## src/rtl/extractor_ring_ctrl.sv

```systemverilog
// Job sequencer for extractor_ring: accepts job descriptors, configures and resets the ring, meters input
// words into it and counts extracted values. Optional EXTRACTOR_CTRL_PERF_CNT_EN adds run/stall counters.
module extractor_ring_ctrl #(
    parameter int DATA_W     = 16,
    parameter int CNT_W      = 32,
    parameter int CLR_CYCLES = 2
) (
    input  logic              clk,
    input  logic              rst,
    input  logic              job_valid,
    output logic              job_ready,
    input  logic [4:0]        job_bitwidth,
    input  logic [CNT_W-1:0]  job_count,
    output logic [4:0]        cfg_bitwidth,
    output logic [DATA_W-1:0] cfg_mask,
    output logic [CNT_W-1:0]  cfg_count,
    output logic              ring_rstn,
    input  logic              src_valid,
    output logic              src_ready,
    output logic              ring_rcv_valid,
    input  logic              ring_rcv_ready,
    input  logic              ring_trm_valid,
    input  logic              ring_trm_ready,
    output logic              busy,
    output logic              done,
    output logic              err
`ifdef EXTRACTOR_CTRL_PERF_CNT_EN
    ,
    output logic [31:0]       perf_active_cycles,
    output logic [31:0]       perf_stall_cycles
`endif
);
    // Handshakes: a transfer happens on a rising clk edge where valid && ready; valid never waits on ready.

    localparam int PROD_W = CNT_W + 5;
    localparam int CLR_W  = (CLR_CYCLES > 1) ? $clog2(CLR_CYCLES) : 1;

    typedef enum logic [1:0] {
        S_IDLE  = 2'd0,
        S_CLEAR = 2'd1,
        S_RUN   = 2'd2,
        S_DONE  = 2'd3
    } state_t;

    state_t              state;
    state_t              state_nxt;
    logic [PROD_W-1:0]   in_left;
    logic [CNT_W-1:0]    out_left;
    logic [CLR_W-1:0]    clr_cnt;
    logic [PROD_W-1:0]   prod;
    logic [PROD_W-1:0]   in_left_init;
    logic [DATA_W-1:0]   mask_nxt;
    logic                accept;
    logic                legal;
    logic                run;
    logic                in_live;
    logic                in_take;
    logic                out_take;

    // in_left keeps the full product width: the rounded-up sum cannot overflow CNT_W+5 bits.
    assign prod         = PROD_W'(job_count) * PROD_W'(job_bitwidth);
    assign in_left_init = (prod + PROD_W'(DATA_W - 1)) / PROD_W'(DATA_W);

    assign run       = (state == S_RUN);
    assign job_ready = (state == S_IDLE) && !rst;
    assign accept    = job_valid && job_ready;
    assign legal     = (job_bitwidth != 5'd0) && (job_bitwidth <= 5'd16) && (job_count != '0);
    assign in_live   = (in_left != '0);

    assign ring_rcv_valid = run && src_valid && in_live;
    assign src_ready      = run && ring_rcv_ready && in_live;
    assign in_take        = ring_rcv_valid && ring_rcv_ready;
    assign out_take       = run && ring_trm_valid && ring_trm_ready;

    assign ring_rstn = run;
    assign busy      = (state == S_CLEAR) || run;
    assign done      = (state == S_DONE);

    always_comb begin
        mask_nxt = '0;
        for (int i = 0; i < DATA_W; i++) begin
            mask_nxt[i] = (i < int'(job_bitwidth));
        end
    end

    always_comb begin
        state_nxt = state;
        case (state)
            S_IDLE:  if (accept && legal) state_nxt = S_CLEAR;
            S_CLEAR: if (clr_cnt == CLR_W'(CLR_CYCLES - 1)) state_nxt = S_RUN;
            S_RUN:   if (out_take && (out_left == CNT_W'(1))) state_nxt = S_DONE;
            S_DONE:  state_nxt = S_IDLE;
            default: state_nxt = S_IDLE;
        endcase
    end

    always_ff @(posedge clk) begin
        if (rst) begin
            state        <= S_IDLE;
            cfg_bitwidth <= '0;
            cfg_mask     <= '0;
            cfg_count    <= '0;
            in_left      <= '0;
            out_left     <= '0;
            clr_cnt      <= '0;
            err          <= 1'b0;
        end else begin
            state <= state_nxt;
            err   <= accept && !legal;
            if (accept && legal) begin
                cfg_bitwidth <= job_bitwidth;
                cfg_mask     <= mask_nxt;
                cfg_count    <= job_count;
                in_left      <= in_left_init;
                out_left     <= job_count;
                clr_cnt      <= '0;
            end
            if (state == S_CLEAR) clr_cnt <= clr_cnt + CLR_W'(1);
            if (in_take) in_left <= in_left - PROD_W'(1);
            if (out_take) out_left <= out_left - CNT_W'(1);
        end
    end

`ifdef EXTRACTOR_CTRL_PERF_CNT_EN
    // Counters saturate and hold their value after DONE until the next legal job clears them.
    always_ff @(posedge clk) begin
        if (rst || (accept && legal)) begin
            perf_active_cycles <= '0;
            perf_stall_cycles  <= '0;
        end else if (run) begin
            if (perf_active_cycles != '1) perf_active_cycles <= perf_active_cycles + 32'd1;
            if (ring_trm_valid && !ring_trm_ready && (perf_stall_cycles != '1))
                perf_stall_cycles <= perf_stall_cycles + 32'd1;
        end
    end
`endif

endmodule

```

## config.mk

```make
export PLATFORM = sky130hd
export DESIGN_NAME = extractor_ring_ctrl
export DESIGN_NICKNAME = d
export VERILOG_FILES = /design/src/rtl/extractor_ring_ctrl.sv
export SDC_FILE = /design/constraint.sdc
export NUM_CORES = 1
export LEC_CHECK = 0
export BUFFER_PORTS_ARGS = -buffer_cell sky130_fd_sc_hd__clkbuf_2
export CORE_ASPECT_RATIO = 1.25
export CORE_MARGIN = 1
export CORE_UTILIZATION = 35
export CTS_CLUSTER_SIZE = 16
export DETAILED_ROUTE_END_ITERATION = 16
export PLACE_DENSITY = 0.58
export REMOVE_ABC_BUFFERS = 1
export SLEW_MARGIN = 40
export SYNTH_ARGS = -nofsm -noshare
export SYNTH_HDL_FRONTEND = slang
export SYNTH_SLANG_ARGS = --single-unit
```

## constraint.sdc

```tcl
create_clock -name clk -period 6.95 [get_ports clk]
set_input_delay 1.39 -clock clk [delete_from_list [all_inputs] [get_ports clk]]
set_output_delay 1.39 -clock clk [all_outputs]
set_load 0.03 [all_outputs]
```

-- Word level (Yosys, flattened, before mapping)
Cells that the tools add are included.
W data, S select, Z words.
- register bits: 126
- bits of input ports: 44
- output and inout port bits: 60
- logic and storage cells: 72
- $add $sub $neg: 4
- multipliers: 1
- order comparisons: 17
- equal/unequal tests: 7
- muxes and demuxes: 10
- reductions and logical operators: 25
- operator list (operator ; count):
    $mux W37 ; 2
    $mux W32 ; 2
    $lt A4 B5 Y1 const A ; 8
    $add A37 B4 Y37 const B ; 1
    $mul A32 B5 Y37 ; 1
    $reduce_bool A37 Y1 ; 1
    $sub A37 B1 Y37 const B ; 1
    $eq A32 B1 Y1 const B ; 1
    $reduce_bool A32 Y1 ; 1
    $sub A32 B1 Y32 const B ; 1
    $lt A3 B5 Y1 const A ; 4
    $logic_and A1 B1 Y1 ; 14
    $lt A1 B5 Y1 const A ; 2
    $lt A2 B5 Y1 const A ; 2
    $pmux W2 S4 ; 1
    $mux W2 ; 3
    $reduce_bool A2 Y1 ; 3
    $le A5 B5 Y1 const B ; 1
    $reduce_bool A5 Y1 ; 1
    $eq A2 B2 Y1 const B ; 2
    $ne A2 B1 Y1 const B ; 2
    $reduce_and A3 Y1 ; 1
    $eq A2 B1 Y1 const B ; 1
    $logic_not A1 Y1 ; 2
    5 further kinds ; 6

-- Logic depth before layout (Yosys ltp)
Gate-level depths: netlist of run 1.
- word-level depth: 6
- mapped depth: 19
- gate-level depth less buffers: 16

-- Worst setup path before layout of run 1
No wires, ideal clock.
- path type: input to register
- from: input port job_bitwidth[2]
- to: register in_left[32]
- library setup time: 91 ps
- data arrival time: 5852 ps
- path slack: 1007 ps
- cell stages on the path: 17
- path buffers: 3
- cell sequence: clkbuf_1 -> clkbuf_1 -> clkbuf_1 -> and2_1 -> fa_1 -> fa_1 -> inv_1 -> fa_1 -> inv_1 -> ha_1 -> a2111oi_0 -> a22oi_1 -> o211a_1 -> o2111ai_1 -> a21oi_1 -> and3_1 -> a311oi_1
- cells in the longest elaborated chain, start to end: 5
- elaborated cells on any way between the ends: 10
- those cells by class: add/sub: 1; mul: 1; order compare: 1; mux: 2; reduce/logical: 5
- RTL lines (item ; line ; RTL):
    start: declaration ; 12 ; input logic [4:0] job_bitwidth,
    branches (longest 5 deep; another with $mul A32 B5 Y37) ; n/a ;
    end signal: assignment ; 114 ; in_left <= in_left_init;
    end signal: assignment ; 119 ; if (in_take) in_left <= in_left - PROD_W'(1);
    end: declaration ; 47 ; logic [PROD_W-1:0] in_left;
Parallel ways; which one is timed is not known. The select of a mux whose other input is x is not followed.
A chain may end at the register's enable or synchronous reset.

-- Worst setup path in the final report of run 1
Same ends and word-level chain as after synthesis.

==> results of run 1 <==
==> per-layer routing <==
metal | track usage, % | vias to the layer above | wire length, um | share of wire [%]
met3 | 2.557 | 30 | 696 | 2.2
met4 | 5.423 | 0 | 480 | 1.5
met1 | 23.80 | 4971 | 14420 | 46
li1 | - | 5060 | - | -
met5 | 0 | - | 0 | 0
met2 | 34.55 | 151 | 15610 | 50
==> cell families after synthesis <==
logic type,after synthesis
adders and majority gates,169
xor gates and xnor gates,26
muxes,2
AOI/OAI and AO/OA,312
buffers and inverters,245
and+or+nand+nor,583
DFF,125
==> power groups by stage <==
stage                     clock [W]  combinational [W]  sequential (W)
after global placement            0            0.00182        0.000892
final                      0.000994            0.00186        0.000881
after global routing        0.00105            0.00210        0.000895
after CTS                   0.00101            0.00186        0.000880
after detailed placement          0            0.00185        0.000895
after floorplan                   0            0.00134        0.000925
==> area by class of cell <==
type	instances	area (um2)
inverter	169	634.4
multi-input combinational	1092	8034
fill	3324	19030
sequential	125	2502
clock buffer	19	442.9
tap	412	515.5
clock inverter	13	187.7
timing repair buffer	116	623.1
==> cell usage in the layout, fill, tap and decap left out, drive strengths merged, types with 15 or more instances in the layout <==
cell,Yosys,final
a211oi,16,16
a21oi,127,127
and2,150,150
and3,15,15
clkbuf,63,121
dfxtp,125,125
fa,93,93
ha,76,76
inv,169,172
nand2,143,143
nand3,29,29
nor2,105,105
nor3,46,46
nor4,30,30
o21ai,63,63
or3,16,16
==> worst max-delay path by stage <==
| stage | start | endpoint | slack [ps] | cells past startpoint |
|---|---|---|---|---|
| after CTS | job_bitwidth[3] | in_left[32]$_SDFFE_PP0P_ | 1120 | 15 |
| after floorplan | job_count[24] | in_left[32]$_SDFFE_PP0P_ | 1300 | 7 |
| after global routing | job_bitwidth[3] | in_left[32]$_SDFFE_PP0P_ | 650 | 15 |
| final | job_bitwidth[2] | in_left[32]$_SDFFE_PP0P_ | 1130 | 15 |
| after global placement | job_bitwidth[3] | in_left[32]$_SDFFE_PP0P_ | 770 | 15 |
| after detailed placement | job_bitwidth[3] | in_left[32]$_SDFFE_PP0P_ | 700 | 15 |
==> flip-flops by register name, summed over array words and instances (netlist names) <==
register and count:
in_left 37, cfg_count 32, out_left 32, cfg_mask 15
cfg_bitwidth 5, state 2, clr_cnt 1, err 1
==> metrics by stage <==
stage	power, W	area, um2	instances	utilization (%)
finish	0.003733	12940	1946	40.48
global route	0.004046	12940	1946	40.48
floorplan	0.002269	11130	1386	-
global placement	0.002708	12290	1913	38.44
detailed placement	0.002742	12310	1914	38.50
CTS	0.003749	12940	1946	40.48
==> critical path: stages <==
cell and delay [ps]:
clkbuf_2 450, and2_1 240, fa_1 460, fa_1 550, inv_1 60, fa_1 530
inv_1 40, ha_1 330, a2111oi_0 390, a22oi_1 220, o211a_1 340, o2111ai_1 410
a21oi_1 250, and3_1 220, a311oi_1 240
==> flow_metrics.env, run 1 <==
export IMPL_status="completed"
export IMPL_coreArea_um2=31970
export IMPL_fmax_mhz=171.7
export IMPL_cts_htree_levels=4
export IMPL_pwr_share_comb_pct=49.8
export IMPL_via_per_inst=5.248
export IMPL_hold_ws_ps=449.1
export IMPL_first_pass_iters=6
export IMPL_die_h_um=204.3
export IMPL_portBuffers=103
export IMPL_setup_violations_final=0
export IMPL_synth_top_cell_by_area="dfxtp_1"
export IMPL_async_flop_share_pct=0
export IMPL_drive_gt1_share_pct=10.76
export IMPL_syn_avg_cell_area_um2=7.834
export IMPL_power_switching_w=0.001613
export IMPL_whs_path_depth=2
export IMPL_synthTopCellsByArea="dfxtp_1 22%, fa_1 16%, ha_1 8.3%"
export IMPL_cts_resized=0
export IMPL_synth_seq_cells=125
export IMPL_via_count=10210
export IMPL_yosysSeqAreaShare_pct=21.85
export IMPL_synth_top_family_by_area="simple AND/OR/NAND/NOR gates"
export IMPL_yosys_area_share_simple_pct=26.20
export IMPL_ys_types=65
export IMPL_synthAdderAreaFrac_pct=24.56
export IMPL_start_kind="input port"
export IMPL_cts_hold_buf=0
export IMPL_report_final_slew_viol_count=0
export IMPL_grt_use_total_pct=19.26
export IMPL_clock_root_buffer="clkbuf_16"
export IMPL_grt_first_pass_wirelength_um=51400
export IMPL_cts_setup_buffers=0
export IMPL_clockBufferDepth=2
export IMPL_finalNetCount=1734
export IMPL_rsz0062_at_grt="no"
export IMPL_switching_share_pct=43.20
export IMPL_clk_pin_slew_ps=60
export IMPL_r2r_start="in_left[0]$_SDFFE_PP0P_"
export IMPL_synthFlopType="dfxtp_1"
export IMPL_die_w_um=163.8
export IMPL_required_ps=7290
export IMPL_r2r_cells=11
export IMPL_synth_xor_area_share_pct=1.988
export IMPL_cts_num_sinks=125
export IMPL_r2r_end="in_left[30]$_SDFFE_PP0P_"
export IMPL_fin_tns_setup_ps=0
export IMPL_timing_final_crit_share_pct=83.79
export IMPL_synth_most_common_cell="inv_1"
export IMPL_vdd_drop_max_mv=0.1921
export IMPL_gp_congestion=0.8535
export IMPL_drtIter0Drc=554
export IMPL_fin_ws_ps=1126
export IMPL_cts_tree="done"
export IMPL_ant_nets=0
export IMPL_skew_ps=16.00
export IMPL_min_to="in_left[6]$_SDFFE_PP0P_"
export IMPL_core_rowCount=73
export IMPL_synthesis_instances=1462
export IMPL_hp_start="in_left[6]$_SDFFE_PP0P_"
export IMPL_crit_path_max_fanout=29
export IMPL_period_needed_ps=5824
export IMPL_power_density_nw_per_um2=288.5
export IMPL_clock_latency_ps=430
export IMPL_synth_edf_count=0
export IMPL_yosysWarnings=0
export IMPL_internal_power_w=0.002121
export IMPL_initial_core_util_pct=35.83
export IMPL_seqPwrFrac_pct=23.6
export IMPL_dieArea_um2=33460
export IMPL_synth_compound_area_share_pct=16.91
export IMPL_hold_path_class="reg2reg"
export IMPL_synthToLayoutAreaGrowth_pct=12.98
export IMPL_synth_area_mux_share_pct=0.1748
export IMPL_r2r_setup_slack_ps=3120
export IMPL_syn_cell_area_um2=11450
export IMPL_place_ws_ps=698.2
export IMPL_grt_pass1_vias=10070
export IMPL_n_antenna_cell=0
export IMPL_wl_um=31200
export IMPL_place_hpwl_um=22690
export IMPL_hold_viol=0
export IMPL_synth_top_cell_area_share_pct=21.85
export IMPL_post_drt_wl_per_cell_um=16.03
export IMPL_drc=0
export IMPL_endpoint_kind="flop"
export IMPL_cap_viol_max_count=0
export IMPL_crit_arrival_ps=6160
export IMPL_antenna_found_initial=0
export IMPL_grt_max_degree=71
export IMPL_ios=104
export IMPL_p_leak_nw=5.737
export IMPL_worstMarginPinSlew_ps=785.7
export IMPL_max_slew_margin_pct=47.62
export IMPL_p_clk_share_pct=26.6
export IMPL_numCtsBuffers=17
export IMPL_synth_common_cells="169 x inv_1, 150 x and2_1, 142 x nand2_1"
export IMPL_grt_overflow=0
export IMPL_path_class="in2reg"
Note: power is estimated with default switching activity, not from simulation.
==> run 2, diff against run 1 <==
- clock period: 6.95 -> 5.95 ns (I/O delays scaled with it)
==> run 2 against run 1 <==
Net effect: via count is 0.33% higher; count of clock-buffer cells in the layout grew 1; register-to-register slack worse by 850 ps; total power increased by 15%; flip-flop and latch count is the same; cell area is 0.84% higher; wire length shrank 1.2%; global-route usage is essentially flat; die area did not move; core utilization is 0.34 points higher; critical path type unchanged; critical endpoint is now in_left[20]$_SDFFE_PP0P_; largest cell class unchanged; highest routed layer unchanged.
==> flow_metrics.env, run 2 (synthesized netlist as in run 1, its figures left out) <==
export IMPL_status="completed"
export IMPL_setup_violations_final=0
export IMPL_r2r_end="in_left[30]$_SDFFE_PP0P_"
export IMPL_worstMarginPinSlew_ps=741.2
export IMPL_timing_final_crit_share_pct=90.40
export IMPL_hold_path_class="reg2reg"
export IMPL_r2r_setup_slack_ps=2270
export IMPL_top_register="in_left"
export IMPL_internal_power_w=0.002458
export IMPL_power_density_nw_per_um2=330.4
export IMPL_power_w=0.004311
export IMPL_layout_commonest_cell="inv_1"
export IMPL_post_drt_wl_per_cell_um=15.70
export IMPL_cts_hold_buf=0
export IMPL_path_class="in2reg"
export IMPL_vdd_drop_max_mv=0.2492
export IMPL_period_needed_ps=5379
export IMPL_crit_path_cell_trace="clkbuf_2 > and2_1 > fa_1 > fa_1 > inv_1 > fa_1 > inv_1 > ha_1 > a2111oi_0 > a22oi_1 > o211a_1 > buf_4 > o21a_1 > or2_2 > a211o_1 > a31oi_1"
export IMPL_die_w_um=163.8
export IMPL_grtUsageMet1_pct=23.29
export IMPL_critical_path_top_delay_family="adder cells"
export IMPL_dieArea_um2=33460
export IMPL_slowest_delay_ps=550
export IMPL_crit_arrival_ps=5760
export IMPL_max_slew_margin_pct=50.59
export IMPL_rsz0062_at_grt="no"
export IMPL_p_clk_share_pct=25.6
export IMPL_grt_overflow=0
export IMPL_cts_num_sinks=125
export IMPL_endpoint_kind="flop"
export IMPL_die_h_um=204.3
export IMPL_skew_ps=12.31
export IMPL_placedCellCount=1931
export IMPL_numCtsBuffers=17
export IMPL_antenna_found_initial=0
export IMPL_via_per_inst=5.220
export IMPL_top_regs="in_left x37, cfg_count x32, out_left x32"
export IMPL_cts_setup_buffers=0
export IMPL_seqPwrFrac_pct=23.9
export IMPL_crit_path_max_fanout=20
export IMPL_grt_busiest_layer="met2"
export IMPL_r2r_cells=10
export IMPL_nFillCells=3284
export IMPL_place_hpwl_um=22830
export IMPL_clockBufferDepth=2
export IMPL_clock_root_buffer="clkbuf_16"
export IMPL_cp_slowest_cell="fa_1"
export IMPL_pwr_share_comb_pct=50.6
export IMPL_core_rowCount=73
export IMPL_start_kind="input port"
export IMPL_first_pass_iters=5
export IMPL_multi_input_area_um2=8039
export IMPL_fin_tns_setup_ps=0
export IMPL_grt_met3_usage_pct=2.841
export IMPL_p_leak_nw=5.803
export IMPL_cts_htree_levels=4
export IMPL_grt_use_met2_pct=33.88
export IMPL_initial_core_util_pct=35.83
export IMPL_switching_share_pct=42.99
export IMPL_power_switching_w=0.001853
export IMPL_grt_max_degree=66
export IMPL_via_count=10250
export IMPL_fmax_mhz=185.9
export IMPL_drtIter0Drc=640
export IMPL_drc=0
export IMPL_grt_use_total_pct=19.30
export IMPL_cts_tree="done"
export IMPL_hold_viol=0
export IMPL_min_to="in_left[36]$_SDFFE_PP0P_"
export IMPL_finalNetCount=1751
export IMPL_clk_pin_slew_ps=70
export IMPL_seq_area_um2=2502
export IMPL_fin_util_pct=40.82
export IMPL_required_ps=6330
export IMPL_gp_congestion=0.8259
export IMPL_grt_pass1_vias=10190
export IMPL_drive_gt1_share_pct=11.67
export IMPL_grt_first_pass_wirelength_um=51190
export IMPL_wl_um=30820
export IMPL_portBuffers=103
export IMPL_report_final_slew_viol_count=0
export IMPL_cp_num_buf_inv=4
export IMPL_coreArea_um2=31970
export IMPL_synthToLayoutAreaGrowth_pct=13.93
export IMPL_cts_resized=0
export IMPL_ant_nets=0
export IMPL_cap_viol_max_count=0
export IMPL_clock_latency_ps=450
export IMPL_critPathMostFrequentCell="fa_1"
export IMPL_n_antenna_cell=0
export IMPL_hp_start="in_left[36]$_SDFFE_PP0P_"
export IMPL_final_cells=1963
export IMPL_r2r_start="in_left[0]$_SDFFE_PP0P_"
export IMPL_whs_path_depth=2
export IMPL_final_cell_mix="169 x inv_1, 150 x and2_1, 142 x nand2_1, 127 x a21oi_1, 125 x dfxtp_1"
export IMPL_ios=104
export IMPL_largest_reg_flops=37
==> run 2: power groups by stage <==
stage | registers, W | logic, W | clock network [W]
after global placement | 0.00104 | 0.00215 | 0
after CTS | 0.00103 | 0.00219 | 0.00113
final | 0.00103 | 0.00218 | 0.00110
after floorplan | 0.00108 | 0.00157 | 0
after detailed placement | 0.00104 | 0.00218 | 0
after global routing | 0.00104 | 0.00248 | 0.00116
==> run 2: per-stage QoR <==
stage	worst slack, ps	instance area [um2]	hold WS, ps
2_1_floorplan	501.3	11130	418.7
3_3_place_gp	176.9	12420	435.2
3_5_place_dp	119.5	12440	436.4
4_1_cts	584.2	13050	448.1
5_1_grt	302.2	13050	472.1
6_report	571.0	13050	445.3
==> run 2: how the worst max path moves through the flow <==
stage,from,endpoint,depth (start not counted)
6_report,job_bitwidth[4],in_left[20]$_SDFFE_PP0P_,16
2_1_floorplan,job_count[24],in_left[32]$_SDFFE_PP0P_,7
3_3_place_gp,job_bitwidth[4],in_left[20]$_SDFFE_PP0P_,16
3_5_place_dp,job_bitwidth[4],in_left[20]$_SDFFE_PP0P_,16
4_1_cts,job_bitwidth[4],in_left[20]$_SDFFE_PP0P_,16
5_1_grt,job_bitwidth[3],in_left[32]$_SDFFE_PP0P_,17
==> run 2: area by class of cell <==
class                      instances  share of cell area [%]
inverter                         169                   4.861
tap                              412                   3.951
sequential                       125                   19.18
timing repair buffer             133                   5.753
clock inverter                    12                   1.227
clock buffer                      20                   3.423
multi-input combinational       1092                   61.61
==> run 2: layer usage <==
metal / vias to the layer above / wire, um
met5: - / 0
met3: 41 / 1021
met1: 4909 / 13610
li1: 5106 / -
met2: 190 / 15460
met4: 0 / 726
==> run 2: worst min-delay path: cells and delay by family, from the launching register on <==
kind | cells | cell delay [ps]
flip-flops | 1 | 290
AO/OA/AOI/OAI | 1 | 50
buffers and inverters | 1 | 50
==> run 3, diff against run 2 <==
- CTS_BUF_LIST: default -> sky130_fd_sc_hd__clkbuf_16
- SETUP_SLACK_MARGIN: default -> 0.02
==> run 3 against run 2 <==
Net effect: non-clock buffer count unchanged; largest power group unchanged; critical endpoint unchanged; flip-flop and latch count unchanged; worst hold slack about the same; clock skew about the same; die area unchanged; register-to-register slack about the same; largest cell class unchanged.
==> flow_metrics.env, run 3 (synthesized netlist as in run 1, its figures left out) <==
export IMPL_portBuffers=103
export IMPL_rsz0062_at_grt="no"
export IMPL_drc=0
export IMPL_via_count=10250
export IMPL_cts_tree="done"
export IMPL_layout_commonest_cell="inv_1"
export IMPL_grt_use_total_pct=19.31
export IMPL_clock_latency_ps=450
export IMPL_start_kind="input port"
export IMPL_whs_path_depth=2
export IMPL_clockBufferDepth=2
export IMPL_hold_viol=0
export IMPL_ant_nets=0
export IMPL_place_hpwl_um=22830
export IMPL_path_class="in2reg"
export IMPL_cts_resized=0
export IMPL_power_density_nw_per_um2=329.4
export IMPL_fin_util_pct=40.79
export IMPL_numCtsBuffers=17
export IMPL_worstMarginPinSlew_ps=733.5
export IMPL_final_cell_mix="171 x inv_1, 150 x and2_1, 142 x nand2_1, 127 x a21oi_1, 125 x dfxtp_1"
export IMPL_skew_ps=11.82
export IMPL_fin_ws_ps=571.7
export IMPL_crit_path_cell_trace="clkbuf_2 > and2_1 > fa_1 > fa_1 > inv_1 > fa_1 > inv_1 > ha_1 > a2111oi_0 > a22oi_1 > o211a_1 > buf_4 > o21a_1 > or2_2 > a211o_1 > a31oi_1"
export IMPL_drtIter0Drc=636
export IMPL_grt_max_degree=66
export IMPL_cp_num_buf_inv=4
export IMPL_r2r_start="in_left[0]$_SDFFE_PP0P_"
export IMPL_r2r_cells=10
export IMPL_hold_path_class="reg2reg"
export IMPL_clk_pin_slew_ps=70
export IMPL_cts_num_sinks=125
export IMPL_initial_core_util_pct=35.83
export IMPL_antenna_found_initial=0
export IMPL_gp_congestion=0.8259
export IMPL_fmax_mhz=185.9
export IMPL_cts_setup_buffers=0
export IMPL_ios=104
export IMPL_fin_tns_setup_ps=0
export IMPL_vdd_drop_max_mv=0.2510
export IMPL_r2r_setup_slack_ps=2280
export IMPL_timing_final_crit_share_pct=90.39
export IMPL_r2r_end="in_left[30]$_SDFFE_PP0P_"
export IMPL_core_rowCount=73
export IMPL_via_per_inst=5.220
export IMPL_n_antenna_cell=0
export IMPL_min_to="in_left[36]$_SDFFE_PP0P_"
export IMPL_p_leak_nw=5.806
export IMPL_cp_slowest_cell="fa_1"
export IMPL_hp_start="in_left[36]$_SDFFE_PP0P_"
export IMPL_slowest_delay_ps=550
export IMPL_cap_viol_max_count=0
export IMPL_critical_path_top_delay_family="adder cells"
export IMPL_top_regs="in_left x37, cfg_count x32, out_left x32"
export IMPL_critPathMostFrequentCell="fa_1"
export IMPL_setup_violations_final=0
export IMPL_die_h_um=204.3
export IMPL_die_w_um=163.8
export IMPL_design_area_um2=13040
export IMPL_place_ws_ps=119.5
export IMPL_required_ps=6340
export IMPL_synthToLayoutAreaGrowth_pct=13.84
export IMPL_drive_gt1_share_pct=11.61
export IMPL_grt_overflow=0
export IMPL_final_cells=1963
export IMPL_placed_area_um2=12440
export IMPL_wl_um=30870
export IMPL_finalNetCount=1751
export IMPL_crit_arrival_ps=5760
export IMPL_placedCellCount=1931
export IMPL_post_drt_wl_per_cell_um=15.73
export IMPL_crit_path_max_fanout=20
export IMPL_report_final_slew_viol_count=0
export IMPL_cts_hold_buf=0
export IMPL_grt_pass1_vias=10190
export IMPL_status="completed"
export IMPL_coreArea_um2=31970
export IMPL_dieArea_um2=33460
export IMPL_endpoint_kind="flop"
export IMPL_max_slew_margin_pct=51.10
export IMPL_grt_first_pass_wirelength_um=51210
export IMPL_top_register="in_left"
export IMPL_period_needed_ps=5378
export IMPL_clock_root_buffer="clkbuf_16"
export IMPL_largest_reg_flops=37
export IMPL_cts_htree_levels=4
export IMPL_first_pass_iters=4
-- run 3: power breakdown --
group	leakage [nW]	switching, W	internal (W)
Combinational	4.50	0.00134	0.000843
Sequential	1.02	0.0000858	0.000942
Clock	0.286	0.000432	0.000656
Total	5.81	0.00185	0.00244
-- run 3: layout make-up --
type	count	area, um2
repair buffers	133	750.7
inverters	169	634.4
well taps	412	515.5
multi-input cells	1092	8039
clock buffers	17	425.4
flip-flops and latches	125	2502
clock inverters	15	171.4
fillers	3287	18930
-- run 3: worst max-delay path by stage --
stage	end	slack (ps)	from	cells past startpoint
4_1_cts	in_left[20]$_SDFFE_PP0P_	580	job_bitwidth[4]	16
2_1_floorplan	in_left[32]$_SDFFE_PP0P_	500	job_count[24]	7
3_5_place_dp	in_left[20]$_SDFFE_PP0P_	120	job_bitwidth[4]	16
6_report	in_left[20]$_SDFFE_PP0P_	570	job_bitwidth[4]	16
5_1_grt	in_left[32]$_SDFFE_PP0P_	300	job_bitwidth[3]	17
3_3_place_gp	in_left[20]$_SDFFE_PP0P_	180	job_bitwidth[4]	16
-- run 3: per-layer routing --
| metal | wire [um] | vias to the layer above | global-route usage [%] |
|---|---|---|---|
| met4 | 759 | 0 | 8.036 |
| li1 | - | 5114 | - |
| met2 | 15480 | 175 | 33.90 |
| met5 | 0 | - | 0 |
| met3 | 952 | 45 | 2.841 |
| met1 | 13670 | 4913 | 23.31 |
-- run 3: stage by stage --
| step | hold slack [ps] | power [W] |
|---|---|---|
| after floorplan | 418.7 | 0.002651 |
| after global placement | 435.2 | 0.003189 |
| after detailed placement | 436.4 | 0.003220 |
| after CTS | 448.1 | 0.004329 |
| after global routing | 472.1 | 0.004665 |
| final | 445.3 | 0.004296 |
-- run 3: worst min-delay path, stage by stage, from the launching register on --
cell       delay [ps]
dfxtp_1           290
inv_1              50
a2111oi_0          50
